### config.mk
export PLATFORM = sky130hd
export DESIGN_NAME = ula_controle
export DESIGN_NICKNAME = d
export VERILOG_FILES = /design/src/rtl/ula_controle.sv
export SDC_FILE = /design/constraint.sdc
export NUM_CORES = 1
export LEC_CHECK = 0
export ABC_CLOCK_PERIOD_IN_PS = 1650
export CORE_MARGIN = 1.5
export CORE_UTILIZATION = 35
export DETAILED_ROUTE_END_ITERATION = 8
export PLACE_DENSITY_LB_ADDON = 0.2
export RECOVER_POWER = 50
export SLEW_MARGIN = 0
export SYNTH_ARGS = -nofsm -noshare
export SYNTH_HDL_FRONTEND = slang
export SYNTH_SLANG_ARGS = --single-unit
### constraint.sdc
create_clock -name clk -period 1.65 [get_ports clk]
set_input_delay 0.2475 -clock clk [delete_from_list [all_inputs] [get_ports clk]]
set_output_delay 0.2475 -clock clk [all_outputs]
set_load 0.01 [all_outputs]
### src/rtl/ula_controle.sv
// Sequential control/accumulator stage around the 8-bit ULA (ula_bits).
// Accepts a command, drives the ULA from registered state for one cycle,
// captures the result into the accumulator and flags, then offers a response.
module ula_controle #(
    parameter int unsigned WIDTH     = 8,
    parameter int unsigned CNT_WIDTH = 8
) (
    input  logic                 clk,
    input  logic                 rst_n,
    // Command channel
    input  logic                 cmd_valid,
    output logic                 cmd_ready,
    input  logic [3:0]           cmd_op,
    input  logic [WIDTH-1:0]     cmd_operand,
    input  logic                 cmd_use_carry,
    // ULA drive
    output logic [WIDTH-1:0]     ula_a,
    output logic [WIDTH-1:0]     ula_b,
    output logic                 ula_carry_in,
    output logic [2:0]           ula_seletor,
    // ULA capture
    input  logic [WIDTH-1:0]     ula_resultado,
    input  logic                 ula_carry_out,
    // Response channel
    output logic                 resp_valid,
    input  logic                 resp_ready,
    output logic [WIDTH-1:0]     resp_data,
    output logic                 resp_carry,
    output logic                 resp_zero,
    output logic                 resp_err,
    output logic [CNT_WIDTH-1:0] op_count
);

    typedef enum logic [1:0] {
        StIdle,
        StExec,
        StResp
    } state_t;

    localparam logic [3:0] OpLoad  = 4'b1000;
    localparam logic [3:0] OpClear = 4'b1001;

    state_t               state_q;
    logic [WIDTH-1:0]     acc_q;
    logic [WIDTH-1:0]     opnd_q;
    logic [3:0]           op_q;
    logic                 use_carry_q;
    logic                 carry_q;
    logic                 zero_q;
    logic                 err_q;
    logic [CNT_WIDTH-1:0] count_q;
    logic                 cmd_ready_q;
    logic                 resp_valid_q;

    // Control FSM, datapath capture and registered handshake outputs
    always_ff @(posedge clk or negedge rst_n) begin
        if (!rst_n) begin
            state_q      <= StIdle;
            acc_q        <= '0;
            opnd_q       <= '0;
            op_q         <= '0;
            use_carry_q  <= 1'b0;
            carry_q      <= 1'b0;
            zero_q       <= 1'b1;
            err_q        <= 1'b0;
            count_q      <= '0;
            cmd_ready_q  <= 1'b1;
            resp_valid_q <= 1'b0;
        end else begin
            case (state_q)
                StIdle: begin
                    if (cmd_valid) begin
                        op_q        <= cmd_op;
                        opnd_q      <= cmd_operand;
                        use_carry_q <= cmd_use_carry;
                        cmd_ready_q <= 1'b0;
                        state_q     <= StExec;
                    end
                end
                StExec: begin
                    if (!op_q[3]) begin
                        acc_q   <= ula_resultado;
                        // Only the arithmetic seletors (100/101) produce a carry
                        carry_q <= (op_q[2:1] == 2'b10) ? ula_carry_out : 1'b0;
                        err_q   <= 1'b0;
                        zero_q  <= (ula_resultado == '0);
                    end else if (op_q == OpLoad) begin
                        acc_q   <= opnd_q;
                        carry_q <= 1'b0;
                        err_q   <= 1'b0;
                        zero_q  <= (opnd_q == '0);
                    end else if (op_q == OpClear) begin
                        acc_q   <= '0;
                        carry_q <= 1'b0;
                        err_q   <= 1'b0;
                        zero_q  <= 1'b1;
                    end else begin
                        // Illegal opcode: keep acc and carry, flag the error
                        err_q  <= 1'b1;
                        zero_q <= (acc_q == '0);
                    end
                    resp_valid_q <= 1'b1;
                    state_q      <= StResp;
                end
                StResp: begin
                    if (resp_ready) begin
                        count_q      <= count_q + 1'b1;
                        resp_valid_q <= 1'b0;
                        cmd_ready_q  <= 1'b1;
                        state_q      <= StIdle;
                    end
                end
                default: begin
                    state_q      <= StIdle;
                    resp_valid_q <= 1'b0;
                    cmd_ready_q  <= 1'b1;
                end
            endcase
        end
    end

    // ULA is fed purely from registered state
    always_comb begin
        ula_a        = acc_q;
        ula_b        = opnd_q;
        ula_seletor  = op_q[2:0];
        ula_carry_in = use_carry_q & carry_q;
    end

    // Response and handshake outputs mirror the registers
    always_comb begin
        cmd_ready  = cmd_ready_q;
        resp_valid = resp_valid_q;
        resp_data  = acc_q;
        resp_carry = carry_q;
        resp_zero  = zero_q;
        resp_err   = err_q;
        op_count   = count_q;
    end

endmodule

==> impl_summary.md <==
Global route
The total overflow left after global routing is 0. The initial antenna violation count is 0. The number of global-route vias before repair is 1313. The overall track demand over capacity in global routing is 15.6%. Entering global routing, the biggest net connects 37 pins.

The first global-routing pass estimated 6.15 mm of wire.

Finish
Of the cells placed in the final design, the portion with a size suffix greater than 1 is 13.3%. After the last flow step, the layout net total stands at 238. The commonest non-fill, non-tap cell in the layout is clkdlybuf4s50_1. The sequential cell area is 903 µm². The top cell types in the final layout, fill and taps aside, are clkdlybuf4s50_1, dfrtp_1, mux2_2. Counting the fill cells in the layout gives 401. The repair_antennas step left the layout with diodes totalling 0.

The area growth from synthesis to layout is 45.0%. Summing all multi-input logic gate instances after layout gives 627 µm². The final cell count without fillers is 263.

Status
The run finished, with violations left. The checks that failed: design-rule violations.

Setup path
At the worst endpoint, the required time is 1.40 ns. STA classifies the critical path endpoint as a primary output. The data arrival at the endpoint of the critical path is 1.35 ns. Across all register-to-register paths, the minimum setup slack is 0.12 ns. Among all stages on the critical path, the largest delay is contributed by dfstp_2.

In this run the critical register-to-register path is launched from state_q[0]$_DFFE_PN0P_. The maximum fanout count along the critical path is 2. The number of cells on the critical path is 1. The longest individual stage delay on the worst path is 0.54 ns.

Following the worst setup path forward leads to its endpoint at resp_zero. The startpoint kind of the worst setup timing path is a flip-flop. The critical path buffer and inverter count is 1. The cell count of the worst reg-to-reg path is 4. The path type of the worst setup path is flip-flop to primary output.

The critical path goes through clkdlybuf4s50_1. The cell family contributing the most delay on the critical path is flip-flops. The worst register-to-register path ends at ula_b[7]$_DFFE_PN0P_. The critical path launch point is resp_zero$_DFFE_PN1P_.

Place
Including well taps, the total number of placed cells is 255. Buffers placed on the I/O ports in this run total 66. The sum of net half-perimeters after detailed placement is 2.80 mm. Routability-driven placement finished with a final weighted congestion of 0.895.

Clocking
The clock reaches the later pin of the worst-skew pair after 0.28 ns. In this run the clock root is driven by a clkbuf_8. The H-tree was split into 2 levels. Clock-pin slew was measured on the worst setup and hold paths at 0.07 ns. Counting every sink on the clock net gives 36. The CTS tree is done. Counting the buffers created by CTS gives 5. No sink is reached through more buffers than the 2 on the longest clock path.

Post-CTS repair changed the size of 0 cells.

Yosys
The total of warnings raised by yosys is 0. The mapped netlist covers 1640 µm². Synthesis inferred 36 register bits.

Counting every net in the synthesized netlist gives 171. The share of flip-flops with an asynchronous set or reset after synthesis is 100%. For this run, the leading register cell type out of synthesis is dfrtp_1.

The unique cell type count in the Yosys netlist is 32. By area the synthesized netlist is led by dfrtp_1, mux2_2, buf_4. Counting every instance in the synthesized netlist gives 144.

The share of synthesized area in the top cell type comes to 51.8%. For this run, the register share of the synthesized area comes to 55.0%. Yosys mapped a number of flops with a built-in enable equal to 0. The mean cell area of the mapped netlist is 11.4 µm². The leading area contributor after synthesis is dfrtp_1.

Timing
Across all hold checks on the routed design, the worst slack comes to 0.480 ns. For the final routed database, the setup TNS stands at 0 ns. The final setup violation count is 0. The time the worst path needs with I/O delays and setup is 1.60 ns. The maximum clock frequency is 626 MHz. The share of the cycle needed by the critical path after routing is 96.8%.

The slew at the pin with the worst max-slew slack is 0.858 ns. The relative slew slack is 42.8%. The number of slew-limit violations in the final report is 0. The worst clock skew is 0.00580 ns. The number of hold-slack violations in the final timing report came to 0. Setup repair after global routing left no endpoint under its margin.

Floorplanning
The effective utilization at floorplan is 37.0%. The die covers 5110 µm². The die height is 71.5 µm.

The region available for standard cell placement spans 4440 µm². In this run the count of I/O pins placed on the die edge is 67. The width of the die is 71.5 µm. The initialized floorplan defines 24 standard-cell rows.

Pwr
The total power density per cell area is 1820 nW/µm². Across the VDD grid, the largest voltage drop is 0.801 mV. The leakage power figure is 0.000981 µW. The power consumption is 4330 µW.

Detailed routing
The average via count per standard cell is 4.86. The first routing iteration left 38 violations. The first detailed-routing pass ran for 6 iterations. The routed layout has 1277 vias. Dividing the detail-routed wire length by the instance count gives 13.8 µm. For this run, design rule violations remaining after detail routing come to 4. The final wirelength is 3.63 mm. Once detail routing completed, the nets flagged for antenna violations numbered 0.

Job
The number of max-cap violations is 0.

Hold path
The path class of the tightest hold or removal check is flip-flop to flip-flop.
## layout make-up
cell class	count	share of cell area, %
Multi-Input combinational cell	93	26.3
Clock buffer	6	3.05
Sequential cell	36	37.9
Clock inverter	1	0.210
Timing Repair Buffer	75	29.8
Tap cell	52	2.73
## flip-flops by register name, indices dropped and copies added (netlist names)
signal / count
cmd_ready: 1
op_count: 8
op_q: 4
resp_carry: 1
resp_data: 8
resp_err: 1
resp_valid: 1
resp_zero: 1
state_q: 2
ula_b: 8
use_carry_q: 1
## Yosys cell counts (3+ instances only)
master	n
mux2_2	14
nand2_1	11
o21ai_1	8
a21oi_1	9
dfrtp_1	34
nor2_1	4
o21ai_0	3
or4_1	4
buf_4	14
nand3_1	5
xnor2_1	5
nor2b_1	8
## power breakdown
part	leakage [µW]	internal [µW]	total, µW	switching [µW]
Sequential	0.000443	1290	1690	401
Combinational	0.000496	1240	2060	820
Clock	0.0000410	287	575	288
## layer usage
| layer | wire length [µm] | vias up | global-route usage (%) |
|---|---|---|---|
| met1 | 1610 | 599 | 19.5 |
| met3 | 203 | 5 | 4.92 |
| met5 | 0 | - | 0 |
| li1 | - | 631 | - |
| met2 | 1770 | 42 | 25.3 |
| met4 | 51 | 0 | 6.08 |
## how the worst min path moves through the flow
| stage | startpoint | to | slack, ns | cells past startpoint |
|---|---|---|---|---|
| finish | op_count[7]$_DFFE_PN0P_ | op_count[7]$_DFFE_PN0P_ | 0.48 | 1 |
| global route | op_count[7]$_DFFE_PN0P_ | op_count[7]$_DFFE_PN0P_ | 0.51 | 1 |
| CTS | rst_n | op_count[3]$_DFFE_PN0P_ | 0.46 | 3 |
| detailed placement | rst_n | op_count[3]$_DFFE_PN0P_ | 0.22 | 2 |
| global placement | rst_n | op_count[2]$_DFFE_PN0P_ | 0.22 | 2 |
| floorplan | rst_n | op_count[0]$_DFFE_PN0P_ | -0.05 | 0 |
## cells by family after synthesis
family	synth area share, %
buf+inv	6.70
simple gates	15.5
xor+xnor	3.73
flops	55.0
mux	9.60
fa+ha+maj	0.761
compound gates	8.68
## through the flow
stage	setup slack, ns	cell area (µm²)	util, %
detailed placement	0.0429	2340	52.6
global route	0.0143	2380	53.6
CTS	0.0412	2430	54.6
global placement	0.106	2340	52.6
floorplan	0.256	1640	-
finish	0.0534	2380	53.6
## timing repair
action,CTS,global route
setup buffers,0,0
hold buffers,1,0
hold endpoints to repair,34,0
(Power assumes the default switching activity.)
